## src/rtl/reg_chain_arbiter.sv

```systemverilog
// Round-robin arbiter driving a hold -> stage A -> stage C register chain; one transfer per 3 cycles.
// gnt after the request edge, stage_a +1, stage_c/ack +2; requesters stall by holding req until ack.
module reg_chain_arbiter #(
  parameter int NREQ = 4,
  parameter int DW   = 4,
  parameter int IDW  = 2
) (
  input  logic               clk,
  input  logic               rst_n,
  input  logic [NREQ-1:0]    req,
  input  logic [NREQ*DW-1:0] wdata,
  output logic [NREQ-1:0]    gnt,
  output logic [NREQ-1:0]    ack,
  output logic [DW-1:0]      stage_a,
  output logic [DW-1:0]      stage_c,
  output logic               busy,
  output logic [IDW-1:0]     last_id
);

  localparam logic [1:0] S_IDLE   = 2'd0;
  localparam logic [1:0] S_LOAD_A = 2'd1;
  localparam logic [1:0] S_LOAD_C = 2'd2;

  logic [1:0]      r_state;
  logic [IDW-1:0]  r_ptr;
  logic [IDW-1:0]  r_win;
  logic [IDW-1:0]  r_last_id;
  logic [NREQ-1:0] r_gnt;
  logic [NREQ-1:0] r_ack;
  logic [DW-1:0]   r_hold;
  logic [DW-1:0]   r_stage_a;
  logic [DW-1:0]   r_stage_c;

  logic            w_any;
  logic [IDW-1:0]  w_win;
  logic [IDW-1:0]  w_idx;
  logic [NREQ-1:0] w_onehot;
  logic [IDW-1:0]  w_ptr_next;

  // Scan from the farthest offset down so the closest set bit after ptr wins.
  always_comb begin
    w_any = 1'b0;
    w_win = '0;
    w_idx = '0;
    for (int i = NREQ - 1; i >= 0; i--) begin
      w_idx = IDW'((int'(r_ptr) + i) % NREQ);
      if (req[w_idx]) begin
        w_any = 1'b1;
        w_win = w_idx;
      end
    end
  end

  assign w_onehot   = {{(NREQ-1){1'b0}}, 1'b1} << w_win;
  assign w_ptr_next = (int'(r_win) == NREQ - 1) ? '0 : r_win + 1'b1;

  always_ff @(posedge clk) begin
    if (!rst_n) begin
      r_state   <= S_IDLE;
      r_ptr     <= '0;
      r_win     <= '0;
      r_last_id <= '0;
      r_gnt     <= '0;
      r_ack     <= '0;
      r_hold    <= '0;
      r_stage_a <= '0;
      r_stage_c <= '0;
    end else begin
      r_ack <= '0;
      case (r_state)
        S_IDLE: begin
          if (w_any) begin
            r_gnt   <= w_onehot;
            r_hold  <= wdata[int'(w_win)*DW +: DW];
            r_win   <= w_win;
            r_state <= S_LOAD_A;
          end else begin
            r_gnt <= '0;
          end
        end
        S_LOAD_A: begin
          r_stage_a <= r_hold;
          r_state   <= S_LOAD_C;
        end
        S_LOAD_C: begin
          r_stage_c <= r_stage_a;
          r_ack     <= r_gnt;
          r_gnt     <= '0;
          r_last_id <= r_win;
          r_ptr     <= w_ptr_next;
          r_state   <= S_IDLE;
        end
        default: begin
          r_gnt   <= '0;
          r_state <= S_IDLE;
        end
      endcase
    end
  end

  assign gnt     = r_gnt;
  assign ack     = r_ack;
  assign stage_a = r_stage_a;
  assign stage_c = r_stage_c;
  assign busy    = (r_state != S_IDLE);
  assign last_id = r_last_id;

endmodule

```

## config.mk

```make
export PLATFORM = sky130hd
export DESIGN_NAME = reg_chain_arbiter
export DESIGN_NICKNAME = d
export VERILOG_FILES = /design/src/rtl/reg_chain_arbiter.sv
export SDC_FILE = /design/constraint.sdc
export NUM_CORES = 1
export LEC_CHECK = 0
export BUFFER_PORTS_ARGS = -buffer_cell sky130_fd_sc_hd__buf_2
export CAP_MARGIN = 20
export CORE_UTILIZATION = 46
export CTS_BUF_LIST = sky130_fd_sc_hd__clkbuf_2 sky130_fd_sc_hd__clkbuf_4 sky130_fd_sc_hd__clkbuf_8
export CTS_CLUSTER_DIAMETER = 120
export DETAILED_ROUTE_END_ITERATION = 10
export GPL_ROUTABILITY_DRIVEN = 0
export PLACE_DENSITY = 0.77
export SLEW_MARGIN = 15
export SYNTH_ARGS = -nofsm -noshare
export SYNTH_HDL_FRONTEND = slang
export SYNTH_SLANG_ARGS = --single-unit
```

## constraint.sdc

```tcl
create_clock -name clk -period 1.72 [get_ports clk]
set_clock_uncertainty 0.15 [all_clocks]
set_input_delay 0.258 -clock clk [delete_from_list [all_inputs] [get_ports clk]]
set_output_delay 0.258 -clock clk [all_outputs]
set_load 0.005 [all_outputs]
```

==> run_results.csv <==
group,metric,value,unit
synthesis,synth_top_family_by_area,"simple AND/OR/NAND/NOR gates",
synthesis,synth_adder_area_share,0.0104,
cts,clkSlewWorstSetupHoldPaths,150,ps
synthesis,synth_top_area_frac,0.468,
timing,fmax,0.555,GHz
worst_setup_path,endpoint_kind,"register",
synthesis,synth_cells,133,
synthesis,synthDistinctLibCells,29,
worst_setup_path,worst-path-max-fanout,9,
route,wl,2880,µm
timing,period_share,1.05,
cts,cts.htree.levels,1,
run_status,status,"complete, but fails checks",
power_and_ir_drop,ir_drop,0.000539,V
worst_setup_path,worst_setup_path_start_kind,"register",
cts,cts_tree,"yes",
grt,overflow,0,
min_path,holdCritStartpoint,"wdata[15]",
min_path,hp-class,"primary input to register",
cts,numCtsBuffers,3,
timing,relSlewSlack,0.696,
timing,hold_viol,0,
synthesis,ys_ff_latch,28,
floorplanning,start_util,0.484,
synthesis,yosys.area_share.xor_xnor,0,
cts,ctsHoldBuffers,0,
cells_and_area,nNetsFinal,210,
worst_setup_path,path_cells,"mux2_4, a221o_1, buf_6, mux2i_1, o221ai_1",
job,cap_viol_max_count,0,
floorplanning,io_pins,41,
route,firstDrtPassIters,4,
timing,setup_ws,-83.2,ps
cts,worstSkewPairLatency,330,ps
worst_setup_path,r2r-start,"r_ptr[1]",
synthesis,netlist_top_cells_area,"dfxtp_1 (47%), mux2i_1 (10%), nand2_1 (6.6%)",
grt,groute.usage.overall,0.236,
synthesis,postSynth.asyncResetShare,0,
placement,dpl.hpwl,2190,µm
timing,finalMaxSlewViolations,0,
grt,grt_max_degree,20,
cts,root_buffer,"clkbuf_4",
timing,tightestPinTransition,456,ps
timing,setup_viol,6,
synthesis,synth_flop_cell,"dfxtp_1",
power_and_ir_drop,power,1.40,mW
route,dr.first_iter.drc_count,26,
synthesis,syn_area,0.00120,mm²
power_and_ir_drop,power_density,872,mW/mm²
floorplanning,die_area,0.00281,mm²
timing,fin_crit,1800,ps
placement,postPlaceCellArea,0.00152,mm²
worst_setup_path,worst_ep_required_time,1780,ps
timing,rsz0062_at_grt,"yes",
route,viasPerCell,5.28,
timing,whs,57.0,ps
worst_setup_path,slowest_delay,400,ps
placement,dp_cells,211,
synthesis,ys_seq_area_frac,0.468,
cells_and_area,fin_util,0.648,
timing,setup-tns-final,-338,ps
synthesis,synth_compound_area_frac,0.147,
route,num_vias,1140,
route,ant_nets,0,
grt,antenna_found_initial,0,
synthesis,mappedNetlistNets,156,
cells_and_area,final_cell_mix,"buf_2 (40), dfxtp_1 (27), nand2_1 (21), buf_4 (16), a21oi_1 (15)",
power_and_ir_drop,total_leakage_power,0.769,nW
cts,cts.sink_count,28,
grt,grt_pass1_vias,1006,
synthesis,synthMuxAreaShare,0.113,
synthesis,ys_warn_count,0,
floorplanning,num_rows,18,
synthesis,yosys.area.top_type,"dfxtp_1",
placement,io_buffers,40,
synthesis,synthSimpleGateAreaFrac,0.218,
cells_and_area,syn_to_final_growth,33.9,%
cts,clock_path_buffers,2,
floorplanning,die_x,53.0,µm
placement,pre_cts_ws,-89.7,ps
synthesis,syn_area_per_cell,9.01,µm²
route,drt-wirelength-per-cell,13.3,µm
cells_and_area,drive_above_1_share,0.360,
worst_setup_path,crit_path_top_delay_cell,"dfxtp_4",
grt,grt_pass1_wl,4680,µm
worst_setup_path,arrival,1870,ps
floorplanning,coreArea,0.00248,mm²
cells_and_area,final_area,0.00161,mm²
cells_and_area,antenna_cells,0,
cells_and_area,layoutNonFillerInstCount,216,
route,drcViolationCount,0,
floorplanning,die_h,53.0,µm
worst_setup_path,crit_type,"register to register",
synthesis,synth_edf_count,0,
cells_and_area,final_common_cell,"buf_2",
worst_setup_path,cp-startpoint,"r_ptr[1]",
run_status,violations,"negative setup slack",
-- cell type report --
| cell class | count | area [µm²] |
|---|---|---|
| inverter | 4 | 15.0 |
| multi-input combinational | 93 | 604 |
| timing repair buffer | 57 | 332 |
| clock inverter | 1 | 30.0 |
| clock buffer | 3 | 22.5 |
| tap | 30 | 37.5 |
| fill | 216 | 872 |
| sequential | 28 | 564 |
-- power breakdown --
| part | switching, mW | leakage, nW | internal, mW |
|---|---|---|---|
| clock network | 0.197 | 0.0279 | 0.236 |
| logic | 0.131 | 0.513 | 0.131 |
| registers | 0.0228 | 0.229 | 0.683 |
-- cell usage after synthesis, drive strengths merged (2+ instances only) --
cell type and count:
nand2b 3, o221ai 4, inv 4, dfxtp 28, clkbuf 7, nor2b 3, a21oi 15, mux2i 12
or4 2, o211ai 2, and3 4, or2 2, nand2 21, nand3 5, nor2 7
-- kinds of logic after synthesis --
| group | after synthesis |
|---|---|
| AO/OA/AOI/OAI | 26 |
| adder cells (fa/ha/maj) | 1 |
| buffers and inverters | 12 |
| multiplexers | 13 |
| flip-flops | 28 |
| AND/OR/NAND/NOR | 53 |
-- critical path: cells and delay by family, from the launching register on --
| kind | cells | cell delay, ps |
|---|---|---|
| AO/OA/AOI/OAI | 2 | 480 |
| buffers and inverters | 1 | 170 |
| flip-flops | 1 | 400 |
| multiplexers | 2 | 490 |
-- final timing paths --
check                           slack, ps  cells after the start    endpoint
worst max-delay path                  -80                      5   r_hold[1]
worst min-delay path                   60                      3   r_hold[3]
worst max register to register        -80                      5   r_hold[1]
worst min register to register        310                      2  last_id[0]
-- per-layer routing --
metal	GRT usage	routed length (µm)
met1	0.284	1240
met2	0.418	1440
met3	0.0259	135
met4	0.105	56
met5	0	0
-- registers in the layout (all words and copies together), names as in the netlist --
register / cells
last_id: 2
r_ptr: 2
gnt: 4
r_hold: 4
r_win: 2
stage_a: 4
stage_c: 4
r_state: 2
ack: 4
-- what timing repair did --
item | 4_1_cts | 5_1_grt
gates resized for setup | 2 | 2
setup endpoints to repair | 5 | 7
setup buffers | 1 | 0
No activity file was read; power rests on OpenSTA's default activity.
